**src/rtl/grid_result_collector_pkg.sv**
```systemverilog
// Shared solver definitions for the grid result collector: FSM state encoding,
// iteration counter width and small counter helpers.
package grid_result_collector_pkg;

  localparam int ITER_W = 16;
  localparam logic [ITER_W-1:0] ITER_MAX = '1;

  typedef enum logic [2:0] {
    S_IDLE,
    S_RUN,
    S_SNAP,
    S_STREAM,
    S_DONE
  } solverState_t;

  // A zero limit means "run as long as the iteration counter can count".
  function automatic logic [ITER_W-1:0] effectiveLimit(input logic [ITER_W-1:0] limit);
    return (limit == '0) ? ITER_MAX : limit;
  endfunction

  function automatic logic [ITER_W-1:0] satInc(input logic [ITER_W-1:0] value);
    return (value == ITER_MAX) ? value : value + ITER_W'(1);
  endfunction

endpackage

```
**src/rtl/grid_snapshot_buf.sv**
```systemverilog
// Snapshot of all cell values taken at the end of a solve, read back one cell
// at a time through a non-wrapping stream index.
module grid_snapshot_buf #(
  parameter int N     = 16,
  parameter int IDX_W = 4
) (
  input  logic             clk,
  input  logic             rst_n,
  input  logic             latch,
  input  logic             advance,
  input  logic [8*N-1:0]   cellVals,
  output logic [IDX_W-1:0] idx,
  output logic [7:0]       data,
  output logic             last
);

  localparam logic [IDX_W-1:0] LAST_IDX = IDX_W'(N - 1);

  logic [7:0] snapMem [N];

  // Contents are only meaningful after a latch, so they carry no reset.
  always_ff @(posedge clk) begin
    if (latch) begin
      for (int k = 0; k < N; k++) begin
        snapMem[k] <= cellVals[8*k +: 8];
      end
    end
  end

  always_ff @(posedge clk or negedge rst_n) begin
    if (!rst_n) begin
      idx <= '0;
    end else if (latch) begin
      idx <= '0;
    end else if (advance && idx != LAST_IDX) begin
      idx <= idx + IDX_W'(1);
    end
  end

  assign data = snapMem[idx];
  assign last = (idx == LAST_IDX);

endmodule

```
**src/rtl/grid_result_collector.sv**
```systemverilog
// Runs the grid until it converges or hits the iteration limit, then snapshots
// every cell value and streams them out in row-major order.
module grid_result_collector
  import grid_result_collector_pkg::*;
#(
  parameter int ROWS         = 4,
  parameter int COLS         = 4,
  parameter int STABLE_ITERS = 3,
  localparam int N           = ROWS * COLS,
  localparam int IDX_W       = (N > 1) ? $clog2(N) : 1
) (
  input  logic              clk,
  input  logic              rst_n,
  input  logic              start,
  input  logic [ITER_W-1:0] iterLimit,
  input  logic              iterTick,
  input  logic [N-1:0]      cellConv,
  input  logic [8*N-1:0]    cellVals,
  output logic              run,
  output logic              outValid,
  input  logic              outReady,
  output logic [7:0]        outData,
  output logic [IDX_W-1:0]  outIdx,
  output logic              outLast,
  output logic              done,
  output logic              timeout,
  output logic [ITER_W-1:0] iterCount
);

  localparam logic [ITER_W-1:0] STABLE_TARGET = ITER_W'(STABLE_ITERS);

  solverState_t      state;
  logic [ITER_W-1:0] stableCnt;
  logic [ITER_W-1:0] nextCount;
  logic [ITER_W-1:0] nextStable;
  logic              resetReleased;
  logic [IDX_W-1:0]  bufIdx;
  logic [7:0]        bufData;
  logic              bufLast;

  always_comb begin
    nextCount  = satInc(iterCount);
    nextStable = (&cellConv) ? satInc(stableCnt) : '0;
  end

  // resetReleased keeps a START on the first edge after reset from launching a solve.
  always_ff @(posedge clk or negedge rst_n) begin
    if (!rst_n) begin
      state         <= S_IDLE;
      run           <= 1'b0;
      outValid      <= 1'b0;
      done          <= 1'b0;
      timeout       <= 1'b0;
      iterCount     <= '0;
      stableCnt     <= '0;
      resetReleased <= 1'b0;
    end else begin
      resetReleased <= 1'b1;
      case (state)
        S_IDLE, S_DONE: begin
          if (start && resetReleased) begin
            state     <= S_RUN;
            run       <= 1'b1;
            done      <= 1'b0;
            timeout   <= 1'b0;
            iterCount <= '0;
            stableCnt <= '0;
          end
        end
        S_RUN: begin
          if (iterTick) begin
            iterCount <= nextCount;
            stableCnt <= nextStable;
            // Convergence is tested first so it wins a tie with the limit.
            if (nextStable == STABLE_TARGET) begin
              state   <= S_SNAP;
              run     <= 1'b0;
              timeout <= 1'b0;
            end else if (nextCount == effectiveLimit(iterLimit)) begin
              state   <= S_SNAP;
              run     <= 1'b0;
              timeout <= 1'b1;
            end
          end
        end
        S_SNAP: begin
          state    <= S_STREAM;
          outValid <= 1'b1;
        end
        S_STREAM: begin
          if (outReady && bufLast) begin
            state    <= S_DONE;
            outValid <= 1'b0;
            done     <= 1'b1;
          end
        end
        default: begin
          state    <= S_IDLE;
          run      <= 1'b0;
          outValid <= 1'b0;
          done     <= 1'b0;
        end
      endcase
    end
  end

  grid_snapshot_buf #(
    .N     (N),
    .IDX_W (IDX_W)
  ) snapshotBuf (
    .clk      (clk),
    .rst_n    (rst_n),
    .latch    (state == S_SNAP),
    .advance  (outValid && outReady),
    .cellVals (cellVals),
    .idx      (bufIdx),
    .data     (bufData),
    .last     (bufLast)
  );

  assign outData = outValid ? bufData : '0;
  assign outIdx  = outValid ? bufIdx : '0;
  assign outLast = outValid && bufLast;

endmodule

```
**config.mk**
```make
export PLATFORM = sky130hd
export DESIGN_NAME = grid_result_collector
export DESIGN_NICKNAME = d
export VERILOG_FILES = /design/src/rtl/grid_result_collector_pkg.sv /design/src/rtl/grid_snapshot_buf.sv /design/src/rtl/grid_result_collector.sv
export SDC_FILE = /design/constraint.sdc
export NUM_CORES = 1
export LEC_CHECK = 0
export ABC_AREA = 1
export CORE_UTILIZATION = 50
export DETAILED_ROUTE_END_ITERATION = 10
export GPL_TIMING_DRIVEN = 0
export MAX_ROUTING_LAYER = met4
export PLACE_DENSITY = 0.79
export SLEW_MARGIN = 10
export SYNTH_ARGS = -nofsm -noshare
export SYNTH_HDL_FRONTEND = slang
export SYNTH_SLANG_ARGS = --single-unit
```
**constraint.sdc**
```tcl
create_clock -name clk -period 8.92 [get_ports clk]
set_clock_uncertainty 0.15 [all_clocks]
set_input_delay 1.338 -clock clk [delete_from_list [all_inputs] [get_ports clk]]
set_output_delay 1.338 -clock clk [all_outputs]
set_load 0.05 [all_outputs]
```
* Word level (Yosys, flattened, before mapping)
Memories as Yosys holds them, arrays and structs flattened.
Index checks and enable logic that the tools add are counted.
** Cells by class
- Multiplexer cells :: 35
- Equality and inequality tests :: 14
- Reductions and logical operators :: 20
- Bitwise operators :: 3
- $add $sub $neg :: 3
** Operator list (number)
- 16-bit two-way mux :: 7
- 16-bit case mux with 2 select lines :: 2
- 16-bit by 1-bit adder with 16-bit output (second input constant) :: 2
- 16-bit == test (second input constant) :: 2
- 16-bit == test :: 1
- 16-bit by 2-bit == test with 1-bit output (second input constant) :: 1
- 16-bit zero test :: 1
- 16-bit AND reduction :: 1
- 3-bit two-way mux :: 5
- 1-bit two-way mux :: 12
- 4-bit two-way mux :: 3
- 3-bit case mux with 4 select lines :: 1
- 4-bit AND reduction :: 3
- 1-bit case mux with 3 select lines :: 3
- 8-bit two-way mux :: 1
- 3-bit by 2-bit == test with 1-bit output (second input constant) :: 2
- 2-bit != test (second input constant) :: 3
- 3-bit AND reduction :: 2
- 2-bit OR reduction :: 3
- 1-bit logical AND :: 5
- 4-bit by 1-bit adder with 4-bit output (second input constant) :: 1
- 4-bit == test (second input constant) :: 1
- 4-bit != test (second input constant) :: 1
- 2-bit nonzero test :: 2
- 8 further kinds :: 10
** Storage, ports and cells
- Word-level logic and storage cells :: 85
- Input bits :: 165
- Memories kept :: 1
- RAM bits :: 128
- Output and inout bits :: 33
- Bits in registers :: 44
** Memory list
- snapshotBuf.snapMem :: words 16, bits a word 8, rd ports 1, clocked after memory_dff 0, write ports 16, line grid_snapshot_buf.sv:19 : logic [7:0] snapMem [N];

* Longest topological paths before layout
- Depth in word-level cells :: 7
- Gate-level depth with buffers :: 18
- Mapped depth without buffers :: 18

* Modules after synthesis
Synthesis repeated with hierarchy kept, for this count alone.
** Second synthesis, totals
- Cell total of the unflattened synthesis :: 1093
- Area total of the unflattened synthesis :: 9027.4 µm²
** By module, submodules not included
- grid_snapshot_buf :: seq. area each 3943.8 µm², area an instance 5639.2 µm², times used 1, cells an instance 524
- grid_result_collector :: seq. area each 1001.0 µm², area an instance 3388.2 µm², times used 1, cells an instance 569

* Worst setup path after synthesis
No wires, ideal clock.
- Path type :: register to register
- Start point :: register state[1]
- End point :: register done
- Setup slack :: 1.429 ns
- Data required time :: 8.641 ns
- Setup time :: 0.129 ns
- Period minus slack after synthesis :: 7.491 ns
- Stages on the path, launching flop included :: 10
- Buffers on the path :: 0
- Arrival time :: 7.212 ns
- Cells stage by stage :: dfrtp_1 -> inv_1 -> nor2_1 -> inv_1 -> nor2_1 -> inv_1 -> nand2_1 -> nor3b_1 -> nand2_1 -> o21ai_0
** On the way
- Word-level cells in the longest chain between the ends :: 4
- Elaborated cells between the ends (all ways) :: 12
- Classes of those cells :: eq/ne (6); mux (1); bitwise (1); reduce/logical (4)
** Ends and longest elaborated chain
- start: declaration :: line grid_result_collector.sv:32 : solverState_t state;
- start signal: assignment :: line grid_result_collector.sv:49 : state <= S_IDLE;
- start signal: assignment :: line grid_result_collector.sv:62 : state <= S_RUN;
- start signal: assignment :: line grid_result_collector.sv:76 : state <= S_SNAP;
- 3-bit by 2-bit == test with 1-bit output (*)
- via snapshotBuf.latch :: line grid_snapshot_buf.sv:9 : input logic latch,
- 2-bit OR reduction (no source line) (*)
- 1-bit inverter (no source line)
- 3-bit AND reduction (no source line)
- end signal: assignment :: line grid_result_collector.sv:52 : done <= 1'b0;
- end signal: assignment :: line grid_result_collector.sv:64 : done <= 1'b0;
- end signal: assignment :: line grid_result_collector.sv:94 : done <= 1'b1;
- end: declaration :: line grid_result_collector.sv:25 : output logic done,
The timed path passes the listed nets; every way through them passes the cells marked *.
A chain may end at the register's enable or synchronous reset.

* Worst setup path in the final report
- Start point :: register snapshotBuf.idx[0]
- End point :: output outData[1]
** On the way
- Word-level cells in the longest chain between the ends :: 2
** Ends and longest elaborated chain
- start: declaration :: line grid_snapshot_buf.sv:12 : output logic [IDX_W-1:0] idx,
- start signal: assignment :: line grid_snapshot_buf.sv:36 : idx <= idx + IDX_W'(1);
- memory 16 x 8 bit
- 8-bit two-way mux :: line grid_result_collector.sv:121 : assign outData = outValid ? bufData : '0;
- end: declaration :: line grid_result_collector.sv:22 : output logic [7:0] outData,
No other way between the ends.

==> out/metrics.cfg <==
[status]
run_status=finished, final reports clean

[synthesis]
synth_top_family_by_area=simple AND/OR/NAND/NOR gates
number_of_warnings_issued_by_yosys=0
synth_simple_gate_area_frac=0.223
syn-cell-area_sq_mm=0.00843
postSynth.topFlopCell=edfxtp_1
synthDominantCellAreaShare=0.456
synthXorXnorAreaFrac=0.00713
synth_top_cell_by_area=edfxtp_1
synth-edff-count=128
postSynth.asyncResetShare=0.256
synthCells=919
syn_area_per_cell_sq_um=9.17
synth-compound-area-share=0.122
post_synth_num_cell_types=40
netlist_top_cells_area=edfxtp_1 (46%), dfrtp_1 (13%), nand2_1 (9.1%), nor2_1 (6.1%), o21ai_0 (5.9%)
flip_flop_and_latch_count_after_synthesis=172
synth_seq_area_share=0.587
synth.net_count=1087
post_synth_fa_ha_maj_area_fraction=0.00446
muxShareOfSynthArea=0

[global_routing]
gr-usage-all-layers=0.312
grt-busiest-layer=met2
global_route.overflow_total=0
wire_length_of_the_first_global_routing_pass_mm=40.2
maximum_number_of_pins_on_one_net_before_global_route_repair=34
grt_util_met1=0.391
antenna_found_initial=0
grtUsageMet2=0.504
global_route.usage.met3=0.0511
grt_pass1_vias=7651

[place]
port-buffer-count=197
placement.cell_area_sq_mm=0.0108
gpl.final_weighted_congestion=0.924
dp.cells=1342
final_hpwl_from_detailed_placement_mm=19.0

[cts]
postCtsSetupBuffers=0
cts.hold.buffers_added=0
clock_sinks=172
insertion_delay_ps=440
cts.path.max_buffers=2
cts_root_buf=clkbuf_16
cts.htree.levels=4
inserted_clock_buffers=17
clk_pin_slew_worst_paths_ps=70
post_cts_resize_count=0
clock_tree_from_tritoncts=built

[timing]
fin_worst_hold_slack_ps=327
setup_repair_after_global_routing_missed_its_margin=false
maxClockFrequency_mhz=186
timing.max_slew.rel_slack=0.553
drv_slew=0
post-route-min-period_ps=5370
fin_crit_sh=0.601
tightestPinTransition_ps=668
hold_viol_final=0
final-setup-viol-count=0

[die]
design.core.area_sq_mm=0.0165
initial_standard_cell_utilization_of_the_core=0.510
rows=47
boundary_pins=198
die_w_um=132
fp.dieArea_sq_mm=0.0174
floorplan.die.height_um=132

[critical_path]
slowest_stage=clkdlybuf4s50_1
cell_repeated_most_along_the_worst_path=clkbuf_1
cp.required_ps=7430
criticalPathCategory=reg -> out
crit_path_max_incr_delay_ps=870
cp_cell_sequence=clkbuf_1 > inv_1 > clkbuf_1 > clkbuf_1 > o21ai_0 > o221ai_1 > nand3_1 > a21oi_1 > clkdlybuf4s50_1
startpoint_class_of_the_critical_path=flip-flop
endpoint_type_of_the_worst_setup_path=output pin
worst_ep_arrival_time_ps=3880
cp_max_fo=10

[drt]
detail_route.iter0.violations=907
firstDrtPassIters=8
drt.antenna.violating_nets=0
remaining_drc_errors=0
post_drt_wl_per_cell_um=18.7
post_drt_via_cell_ratio=5.70
drt-total-wl_mm=25.6
dr_total_vias=7837

[finish]
layout-area-overhead-vs-synth_pct=35.5
final_nets=1309
final_layout_size_suffix_gt1_frac=0.0615
fill_cell_count=1268
layout_commonest_cell=nand2_1
stdcell_area_sq_mm=0.0114
layout_common_cells=nand2_1 (205), clkdlybuf4s50_1 (196), nor2_1 (136), edfxtp_1 (128), o21ai_0 (100)
instances_no_fill=1374
insertedDiodeCount=0

[job]
max-cap-violations=0

[pwr]
pwr_density_cell_mw_per_mm2=261
p_leak_nw=4.48
peakVddDrop_mv=0.251

[min_path]
worst_hold_path_type=reg -> reg

[flip-flops by register name (all words and copies together), names as in the netlist]
signal	cells
resetReleased	1
state	3
run	1
timeout	1
stableCnt	16
snapshotBuf.idx	4
snapshotBuf.snapMem	128
outValid	1
done	1
iterCount	16
[cells by family after synthesis]
| kind of cell | after synthesis |
|---|---|
| and+or+nand+nor | 440 |
| xor gates and xnor gates | 6 |
| other | 1 |
| buffers and inverters | 121 |
| AOI/OAI and AO/OA | 176 |
| DFF | 172 |
| adders and majority gates | 3 |
[power breakdown]
group          leakage [nW]  internal (mW)  switching (mW)
clock network         0.290          0.399           0.354
logic                  2.42          0.349           0.779
registers              1.77           1.03          0.0670
total                  4.48           1.77            1.20
[synthesized netlist by cell type, types with 2 or more instances]
library cell and n:
dfrtp_1 44, nor2_8 2, buf_2 3, nor2_2 3, clkbuf_1 27, a21oi_1 12
o22ai_1 25, nand3_1 58, xor2_1 4, nand2_2 7, buf_1 2, nand4_1 18
o211ai_1 10, edfxtp_1 128, nand3_2 3, inv_1 78, nor2_1 137, o21ai_0 100
inv_2 6, o221ai_1 22, nand2_1 205, clkinv_1 3, o21ai_1 3, ha_1 3
[final timing paths]
path | from | end | slack, ps | cells after the start
setup reg to reg | iterCount[0] | timeout | 6150 | 16
hold / removal | run | run | 330 | 2
hold reg to reg | run | run | 330 | 2
max in group asynchronous | rst_n | stableCnt[14] | 7390 | 2
min in group asynchronous | rst_n | iterCount[12] | 700 | 1
setup / recovery | snapshotBuf.idx[0] | outData[1] | 3550 | 9
[critical path: cells and delay by family (launching register included)]
family	cells	cell delay (ps)
buf+inv	5	2050
flops	1	440
compound gates	3	780
simple gates	1	160
[layer usage]
| metal | part of all wire | vias up |
|---|---|---|
| met4 | 0.037 | 0 |
| met5 | 0 | - |
| met1 | 0.39 | 3660 |
| met3 | 0.084 | 70 |
| li1 | - | 3611 |
| met2 | 0.49 | 496 |
[stage by stage]
step,utilization,total power [mW],TNS [ps],setup WS (ps)
global route,0.691,3.09,0,3440
CTS,0.691,2.96,0,3590
finish,0.691,2.97,0,3550
global placement,0.646,2.17,-4990,-905
detailed placement,0.655,2.20,0,4160
floorplan,-,1.76,0,1430
[layout make-up]
class	instances	area, sq um	area share
Clock buffer	17	425	0.0373
Tap cell	220	275	0.0241
Multi-Input combinational cell	626	3020	0.265
Timing Repair Buffer	203	2110	0.185
Inverter	88	333	0.0292
Buffer	33	135	0.0118
Sequential cell	172	4940	0.433
Clock inverter	15	173	0.0151
Note: power is estimated with default switching activity, not from simulation.
